<file path="config.mk">
export PLATFORM = sky130hd
export DESIGN_NAME = ex_wb_stage
export DESIGN_NICKNAME = d
export VERILOG_FILES = /design/src/rtl/cpu_pkg.sv /design/src/rtl/ex_wb_stage_reg_file.sv /design/src/rtl/ex_wb_stage.sv
export SDC_FILE = /design/constraint.sdc
export NUM_CORES = 1
export LEC_CHECK = 0
export CORE_MARGIN = 3
export CORE_UTILIZATION = 50
export CTS_CLUSTER_DIAMETER = 50
export DETAILED_ROUTE_END_ITERATION = 16
export PLACE_DENSITY = 0.74
export RECOVER_POWER = 100
export SLEW_MARGIN = 10
export SYNTH_ARGS = -nofsm -noshare
export SYNTH_HDL_FRONTEND = slang
export SYNTH_SLANG_ARGS = --single-unit
</file>
<file path="constraint.sdc">
create_clock -name clk -period 2.6 [get_ports clk]
set_input_delay 0.52 -clock clk [delete_from_list [all_inputs] [get_ports clk]]
set_output_delay 0.52 -clock clk [all_outputs]
set_load 0.01 [all_outputs]
</file>
<file path="src/rtl/cpu_pkg.sv">
// Shared datapath constants and types for the 8-bit pipelined core.
package cpu_pkg;

    localparam int unsigned DATA_W     = 8;
    localparam int unsigned REG_ADDR_W = 3;
    localparam int unsigned NUM_REGS   = 2 ** REG_ADDR_W;

    typedef logic [DATA_W-1:0]     data_t;
    typedef logic [REG_ADDR_W-1:0] reg_addr_t;

    // Contents of the EX/WB pipeline register.
    typedef struct packed {
        logic      valid;
        reg_addr_t rd;
        logic      regwrite;
        data_t     data;
    } wb_bundle_t;

endpackage

</file>
<file path="src/rtl/ex_wb_stage_reg_file.sv">
// Architectural register file: one write port, two combinational read ports.
// Optional write-through on the read ports when WB_RF_BYPASS_EN is defined.
module reg_file #(
    parameter int unsigned DATA_W     = cpu_pkg::DATA_W,
    parameter int unsigned REG_ADDR_W = cpu_pkg::REG_ADDR_W
) (
    input  logic                  clk,
    input  logic                  reset,
    input  logic                  we,
    input  logic [REG_ADDR_W-1:0] waddr,
    input  logic [DATA_W-1:0]     wdata,
    input  logic [REG_ADDR_W-1:0] raddr1,
    input  logic [REG_ADDR_W-1:0] raddr2,
    output logic [DATA_W-1:0]     rdata1,
    output logic [DATA_W-1:0]     rdata2
);

    localparam int unsigned NUM_REGS = 2 ** REG_ADDR_W;

    logic [DATA_W-1:0] regs [NUM_REGS];

    always_ff @(posedge clk) begin
        if (reset) begin
            regs <= '{default: '0};
        end else if (we) begin
            regs[waddr] <= wdata;
        end
    end

    always_comb begin
        rdata1 = regs[raddr1];
        rdata2 = regs[raddr2];
`ifdef WB_RF_BYPASS_EN
        // Same-cycle write-through of the value being committed.
        if (we && (raddr1 == waddr)) rdata1 = wdata;
        if (we && (raddr2 == waddr)) rdata2 = wdata;
`endif
    end

endmodule

</file>
<file path="src/rtl/ex_wb_stage.sv">
// EX/WB pipeline register, commit logic, saturating retire counter and register file.
// Read-port write-through is enabled by defining WB_RF_BYPASS_EN.
module ex_wb_stage #(
    parameter int unsigned DATA_W     = cpu_pkg::DATA_W,
    parameter int unsigned REG_ADDR_W = cpu_pkg::REG_ADDR_W,
    parameter int unsigned CNT_W      = 16
) (
    input  logic                  clk,
    input  logic                  reset,
    input  logic                  stall,
    input  logic                  flush,
    input  logic                  ex_valid,
    input  logic [REG_ADDR_W-1:0] ex_rd,
    input  logic                  ex_regwrite,
    input  logic [DATA_W-1:0]     ex_result,
    output logic                  wb_valid,
    output logic [REG_ADDR_W-1:0] wb_rd,
    output logic                  wb_regwrite,
    output logic [DATA_W-1:0]     wb_data,
    input  logic [REG_ADDR_W-1:0] rs1_addr,
    input  logic [REG_ADDR_W-1:0] rs2_addr,
    output logic [DATA_W-1:0]     rs1_data,
    output logic [DATA_W-1:0]     rs2_data,
    output logic [CNT_W-1:0]      retire_count
);

    import cpu_pkg::*;

    wb_bundle_t       wb_q;
    logic [CNT_W-1:0] cnt_q;
    logic             commit;
    logic             rf_we;

    // The WB instruction commits whenever it is not stalled, even while flush
    // kills the incoming EX instruction.
    assign commit = wb_q.valid & ~stall;
    assign rf_we  = commit & wb_q.regwrite;

    always_ff @(posedge clk) begin
        if (reset) begin
            wb_q <= '0;
        end else if (flush) begin
            wb_q <= '0;
        end else if (!stall) begin
            wb_q <= '{valid:    ex_valid,
                      rd:       ex_rd,
                      regwrite: ex_valid & ex_regwrite,
                      data:     ex_result};
        end
    end

    always_ff @(posedge clk) begin
        if (reset) begin
            cnt_q <= '0;
        end else if (commit && (cnt_q != '1)) begin
            cnt_q <= cnt_q + 1'b1;
        end
    end

    assign wb_valid     = wb_q.valid;
    assign wb_rd        = wb_q.rd;
    assign wb_regwrite  = wb_q.regwrite;
    assign wb_data      = wb_q.data;
    assign retire_count = cnt_q;

    reg_file #(
        .DATA_W     (DATA_W),
        .REG_ADDR_W (REG_ADDR_W)
    ) u_reg_file (
        .clk    (clk),
        .reset  (reset),
        .we     (rf_we),
        .waddr  (wb_q.rd),
        .wdata  (wb_q.data),
        .raddr1 (rs1_addr),
        .raddr2 (rs2_addr),
        .rdata1 (rs1_data),
        .rdata2 (rs2_data)
    );

endmodule

</file>
==> reports/results.env, run 1 <==
RUN_STATUS='finished, final reports clean'
POST_DRT_VIA_CELL_RATIO=6.11
HOLD_VIOLATIONS=0
GRT_OVERFLOW_TOTAL=0
STARTING_DENSITY_OF_THE_CORE_PCT=52.4
FILLCELLCOUNT=715
SYNTH.LARGEST_AREA_CELL='dfxtp_1'
HPWL_MM=7.89
PERIOD_NEEDED_NS=2.54
RRSETUPSLACK_NS=0.23
FMAX_MHz=394
TOTAL_POWER_W=0.00261
COREAREA_UM2=8850
DIE_X_UM=102
NETLIST_AREA_UM2=4630
CTS_POST_SETUP_BUFFERS_INSERTED=0
ENDPOINT_KIND='primary output'
HOLD_PATH.CLASS='flip-flop to flip-flop'
YOSYS_WARNINGS=0
CLOCK-SKEW-FINAL_NS=0.00947
DIEAREA_UM2=10500
FLOORPLAN.DIE.HEIGHT_UM=102
ASYNCSETRESETFLOPFRACSYNTH_PCT=0
PLACEMENT.IO_BUFFERS=67
CTS.ROOT.BUFFER_CELL='clkbuf_8'
REQUIRED_TIME_OF_THE_WORST_SETUP_PATH_NS=2.08
CLKLATENCYLATEPIN_NS=0.35
TOTAL_CTS_BUFFERS=9
FIRSTDRTPASSITERS=4
DETAIL_ROUTE.DRC_VIOLATIONS=0
GRT_USAGE_PCT=23.4
DRT-INITIAL-DRC-COUNT=205
ROUTE.ANTENNA.REMAINING_NETS=0
POWER_PER_STANDARD_CELL_AREA_nW_PER_UM2=454
CTS_SINK_COUNT=93
POST_SYNTHESIS_SEQUENTIAL_AREA_RATIO_PCT=40.2
CLK_PIN_SLEW_WORST_PATHS_NS=0.08
GRT_MAX_DEGREE=41
DRIVE_GT1_SHARE_PCT=18.1
WORST_SLACK_NS=0.0643
CTS_TREE='built'
NET_COUNT_REPORTED_AT_FINISH=527
TNS_NS=0
TIMING.CRITICAL_PATH.FROM_TYPE='input pin'
ANTENNA_FOUND_INITIAL=0
MAX_CAP_VIOL_COUNT=0
FIN_CRIT_SH_PCT=97.5
TOP_LAYER='met4'
STD_CELL_ROWS=34
VDD.IR_DROP.WORST_mV=0.351
SYN_INST=439
REPORT.FINAL.SLEW_VIOL_COUNT=0
FIRST_PASS_GRT_WIRE_LENGTH_MM=18.8
SYN_AVG_CELL_AREA_UM2=10.6
H-TREE-DEPTH=3
ROUTE.DETAILED.WL_PER_INST_UM=19.8
SYNTH.TOP_CELLS.BY_COUNT='93 x dfxtp_1, 76 x nor2_1, 69 x mux2i_1'
YS_FF_LATCH=93
SETUP_VIOLATIONS=0
GRT_PASS1_VIAS=3714
CP_TOP_FAMILY='multiplexers'
WHS_NS=0.484
PLACEMENT.SETUP.WORST_SLACK_NS=-0.445
YOSYSMOSTFREQUENTCELL='dfxtp_1'
CP_CELL_SEQUENCE='clkbuf_2 > buf_6 > mux4_2 > mux2_2 > dlygate4sd2_1'
TIMING.MAX_SLEW.REL_SLACK_PCT=58.4
N_ANTENNA_CELL=0
CRITPATHMAXSTAGEDELAY_NS=0.53
POST_SYNTH_TOP_FLOP='dfxtp_1'
ROUTE.VIAS.TOTAL=3760
YOSYSTOPAREACELLSHARE_PCT=40.2
CP_SLOWEST_CELL='mux4_2'
MET2WIRELENGTH_MM=6.25
MAPPEDNETLISTNETS=463
FINALWIRELENGTH_MM=12.2
WORSTSETUPPATHTYPE='input pin to primary output'
IOS=68
SYNTH.DISTINCT_CELLS=42
SYN2LAYOUT_AREA_GROWTH_PCT=23.8
CRITICAL_PATH_PEAK_FANOUT=8
TOTAL_LEAKAGE_POWER_nW=2.37
WORST_MARGIN_PIN_SLEW_NS=0.624
CLOCK_TREE.BUFFER_DEPTH=2
WL_MET1_MM=5.02
POST_SYNTH_MAIN_AREA_CONTRIBUTORS='dfxtp_1 40%, mux4_2 16%, mux2i_1 15%, nor2_1 6.2%, mux2_2 4.1%'
WL_MET3_UM=668
CP.ARRIVAL_NS=2.02
RSZ0062_AT_GRT='no'
CRITICAL_PATH_BUF_INV_COUNT=3
SYNTH-EDFF-COUNT=0
ROUTABILITYCONGESTION=0.853
## metrics by stage
| step | instance area [µm²] | utilization [%] | cells |
|---|---|---|---|
| floorplan | 4630 | - | 439 |
| global placement | 5500 | 62.1 | 596 |
| detailed placement | 5500 | 62.1 | 596 |
| CTS | 5760 | 65.1 | 614 |
| global route | 5740 | 64.9 | 615 |
| finish | 5740 | 64.9 | 615 |
## final cells by class
class / count / area, µm² / share of cell area, %
clock buffer: 14 / 163 / 2.83
clock inverter: 1 / 30.0 / 0.523
inverter: 3 / 11.3 / 0.196
multi-input combinational: 304 / 2590 / 45.1
sequential: 93 / 1860 / 32.4
tap: 108 / 135 / 2.35
timing repair buffer: 92 / 950 / 16.5
## per-layer routing
| layer | track usage [%] | vias to the layer above |
|---|---|---|
| met1 | 29.5 | 1861 |
| met3 | 5.19 | 30 |
| met5 | 0 | - |
| met4 | 8.58 | 0 |
| li1 | - | 1722 |
| met2 | 39.4 | 147 |
## final timing paths
path                                          start                   to  depth (start not counted)
worst max-delay path                    rs1_addr[0]          rs1_data[0]                          5
worst min-delay path            u_reg_file.regs[57]  u_reg_file.regs[57]                          2
worst max register to register      retire_count[0]      retire_count[9]                          6
worst min register to register  u_reg_file.regs[57]  u_reg_file.regs[57]                          2
## sequential cells by signal, indices dropped and copies added (netlist names)
name and flops:
wb_valid 1, wb_data 8, u_reg_file.regs 64, retire_count 16, wb_regwrite 1, wb_rd 3
## timing repair
action | CTS | global route
gates resized for setup | 25 | 5
pin swaps | 0 | 0
endpoints found under the setup margin | 16 | 11
gates cloned | 3 | 1
hold buffers | 0 | 0
## power by group
part | switching [W] | internal (W)
Clock | 0.000463 | 0.000495
Sequential | 0.0000169 | 0.00143
Combinational | 0.0000938 | 0.000108
Total | 0.000574 | 0.00203
## cells in the final DEF (no fill, tap or decap), drive strengths merged, types with 4 or more instances in the layout
cell type and count:
dlygate4sd3 30, clkbuf 25, o21ai 5, mux2i 69, or4 6, buf 16
clkdlybuf4s50 16, nor2 77, dfxtp 93, nand2 17, mux4 32, mux2 18
dlygate4sd2 17, nand4 5, nor2b 4, o31ai 7, a21oi 19, nand3 12
nor4 4
## worst reg2reg max path: stages, from the launching register on
cell and delay, ns:
dfxtp_1 0.44, ha_1 0.24, nand4_1 0.33, nor4_4 0.29, clkbuf_1 0.51, nor4b_1 0.15, mux2_2 0.29
## kinds of logic after synthesis
family                   Yosys count  share of synthesized area, %
flip-flops                        93                          40.2
buffers and inverters             42                          3.89
AND/OR/NAND/NOR                  148                          16.2
adder cells (fa/ha/maj)            1                         0.270
AO/OA/AOI/OAI                     36                          4.56
multiplexers                     119                          34.9
No activity file was read; power rests on OpenSTA's default activity.
==> run 2, diff against run 1 <==
--- a/config.mk
+++ b/config.mk
@@ -7,10 +7,8 @@
 export LEC_CHECK = 0
 export CORE_MARGIN = 3
 export CORE_UTILIZATION = 50
-export CTS_CLUSTER_DIAMETER = 50
 export DETAILED_ROUTE_END_ITERATION = 16
 export PLACE_DENSITY = 0.74
-export RECOVER_POWER = 100
 export SLEW_MARGIN = 10
 export SYNTH_ARGS = -nofsm -noshare
 export SYNTH_HDL_FRONTEND = slang
==> run 2 against run 1 <==
  * Wire length increased by 0.21%
  * Combinational power rose by 2%
  * Sequential share of layout area shrank 0.20 points
  * Largest cell class unchanged
==> reports/results.env, run 2 (synthesized netlist as in run 1, its figures left out) <==
CLKLATENCYLATEPIN_NS=0.35  # about the same
CP.ARRIVAL_NS=2.01  # was 2.02 ns
DRIVE_GT1_SHARE_PCT=19.1  # was 18.1%
HOLD_PATH.CLASS='flip-flop to flip-flop'  # unchanged
RRSETUPSLACK_NS=0.53  # was 0.23 ns
TIMING.MAX_SLEW.REL_SLACK_PCT=70.6  # was 58.4%
CLK_PIN_SLEW_WORST_PATHS_NS=0.08  # about the same
TOTAL_LEAKAGE_POWER_nW=2.28  # was 2.37 nW
RUN_STATUS='finished, final reports clean'  # unchanged
ANTENNA_FOUND_INITIAL=0  # unchanged
HPWL_MM=7.89  # unchanged
REQUIRED_TIME_OF_THE_WORST_SETUP_PATH_NS=2.08  # about the same
RSZ0062_AT_GRT='no'  # unchanged
CTS_TREE='built'  # unchanged
GRT_PASS1_VIAS=3714  # unchanged
POST_DRT_VIA_CELL_RATIO=6.07  # was 6.11
TOTAL_CTS_BUFFERS=9  # unchanged
P_INT_W=0.00204  # was 0.00203 W
DIE_X_UM=102  # unchanged
SETUP_VIOLATIONS=0  # unchanged
DRT-INITIAL-DRC-COUNT=231  # was 205
ROUTE.VIAS.TOTAL=3736  # was 3760
PLACEMENT.IO_BUFFERS=67  # unchanged
HOLD_VIOLATIONS=0  # unchanged
SYN2LAYOUT_AREA_GROWTH_PCT=24.6  # was 23.8%
CLOCK_POWER_SHARE_PCT=36.8  # about the same
ROUTABILITYCONGESTION=0.853  # unchanged
ROUTE.DETAILED.WL_PER_INST_UM=19.8  # about the same
P_COMB_SHARE_PCT=7.9  # was 7.7%
MAX_FLOP_REGISTER='u_reg_file.regs'  # unchanged
FIN_CRIT_SH_PCT=97.4  # was 97.5%
STD_CELL_ROWS=34  # unchanged
NETSWITCHINGFRACTION_PCT=22.2  # was 22.0%
FMAX_MHz=395  # was 394 MHz
ROUTE.ANTENNA.REMAINING_NETS=0  # unchanged
DPL.CELL_COUNT=596  # unchanged
ENDPOINT_KIND='primary output'  # unchanged
CLOCK_TREE.BUFFER_DEPTH=2  # unchanged
CTS_POST_SETUP_BUFFERS_INSERTED=0  # unchanged
WORSTSETUPPATHTYPE='input pin to primary output'  # unchanged
MAX_CAP_VIOL_COUNT=0  # unchanged
REPORT.FINAL.SLEW_VIOL_COUNT=0  # unchanged
CTS_HOLD_REPAIR.BUFFERS=0  # unchanged
NET_COUNT_REPORTED_AT_FINISH=527  # unchanged
STARTING_DENSITY_OF_THE_CORE_PCT=52.4  # unchanged
FINAL_COMMON_CELL='dfxtp_1'  # unchanged
GRT_OVERFLOW_TOTAL=0  # unchanged
POWER_PER_STANDARD_CELL_AREA_nW_PER_UM2=453  # was 454 nW/µm²
FIRSTDRTPASSITERS=7  # was 4
CTS_SINK_COUNT=93  # unchanged
FILLCELLCOUNT=709  # was 715
POWER.SWITCHING_W=0.000580  # was 0.000574 W
WORST_MARGIN_PIN_SLEW_NS=0.440  # was 0.624 ns
TIMING.CRITICAL_PATH.FROM_TYPE='input pin'  # unchanged
COREAREA_UM2=8850  # unchanged
FINAL_CELLS=615  # unchanged
CTS.ROOT.BUFFER_CELL='clkbuf_8'  # unchanged
PERIOD_NEEDED_NS=2.53  # was 2.54 ns
CLOCK-SKEW-FINAL_NS=0.0106  # was 0.00947 ns
VDD.IR_DROP.WORST_mV=0.347  # was 0.351 mV
GRT_MAX_DEGREE=41  # unchanged
IOS=68  # unchanged
GRT_USAGE_PCT=23.4  # unchanged
FIRST_PASS_GRT_WIRE_LENGTH_MM=18.8  # unchanged
N_ANTENNA_CELL=0  # unchanged
FINAL_CELL_MIX='93 x dfxtp_1, 76 x nor2_1, 69 x mux2i_1'  # unchanged
CRITICAL_PATH_PEAK_FANOUT=8  # unchanged
REGISTER_SHARE_OF_TOTAL_POWER_PCT=55.3  # was 55.5%
FINALWIRELENGTH_MM=12.2  # about the same
TNS_NS=0  # unchanged
DETAIL_ROUTE.DRC_VIOLATIONS=0  # unchanged
DIEAREA_UM2=10500  # unchanged
FLOORPLAN.DIE.HEIGHT_UM=102  # unchanged
H-TREE-DEPTH=3  # unchanged
LARGEST_REGISTER_FF_COUNT=64  # unchanged
[run 2: cell types whose count changed in the layout (fill, tap and decap cells not counted)]
cell             delta
mux2_4              +1
clkbuf_1            -3
buf_6               -1
clkdlybuf4s50_1    +30
buf_4               +8
dlygate4sd3_1      -30
mux2_1              -1
buf_2               +2
clkbuf_2            -7
and4bb_1            -1
buf_12              +1
and4bb_2            +1
[run 2: cell type report]
cell class,count,area (µm²),area share [%]
clock buffer,14,163,2.82
clock inverter,1,30.0,0.520
inverter,3,11.3,0.195
multi-input combinational,304,2590,44.9
sequential,93,1860,32.2
tap,108,135,2.34
timing repair buffer,92,982,17.0
[run 2: stage by stage]
stage               setup WS [ns]  hold slack [ns]  power (W)  instance area (µm²)  utilization (%)
floorplan                   0.225            0.443    0.00157                 4630                -
global placement           -0.425            0.454    0.00166                 5500             62.1
detailed placement         -0.445            0.468    0.00167                 5500             62.1
CTS                       0.00624            0.479    0.00263                 5760             65.1
global route               0.0230            0.501    0.00270                 5780             65.3
finish                     0.0673            0.485    0.00262                 5780             65.3
[run 2: critical path: stages]
cell and delay (ns):
dlygate4sd2_1 0.32, bufbuf_16 0.32, mux4_2 0.29, mux2_2 0.27, dlygate4sd2_1 0.28
[run 2: repair_timing]
action                                  CTS  global route
cloned                                    3             1
pin swaps                                 0             0
resized for setup                        25             5
endpoints found under the setup margin   16            11
[run 2: routing by layer]
metal | wire (µm) | GRT usage [%] | vias up
li1 | - | - | 1720
met2 | 6130 | 39.4 | 140
met4 | 284 | 8.58 | 0
met3 | 698 | 5.19 | 33
met5 | 0 | 0 | -
met1 | 5080 | 29.5 | 1843
[run 2: final timing paths]
| path | start | depth (start not counted) | to |
|---|---|---|---|
| setup / recovery | rs1_addr[1] | 5 | rs1_data[3] |
| setup reg to reg | retire_count[0] | 4 | retire_count[14] |
| hold / removal | u_reg_file.regs[57] | 2 | u_reg_file.regs[57] |
| hold reg to reg | u_reg_file.regs[57] | 2 | u_reg_file.regs[57] |
[run 2: power by group through the flow]
stage | sequential (W) | combinational [W] | clock, W
4_1_cts | 0.00145 | 0.000204 | 0.000981
3_3_place_gp | 0.00148 | 0.000182 | 0
6_report | 0.00145 | 0.000207 | 0.000963
5_1_grt | 0.00145 | 0.000218 | 0.00104
2_1_floorplan | 0.00147 | 0.000103 | 0
3_5_place_dp | 0.00148 | 0.000185 | 0
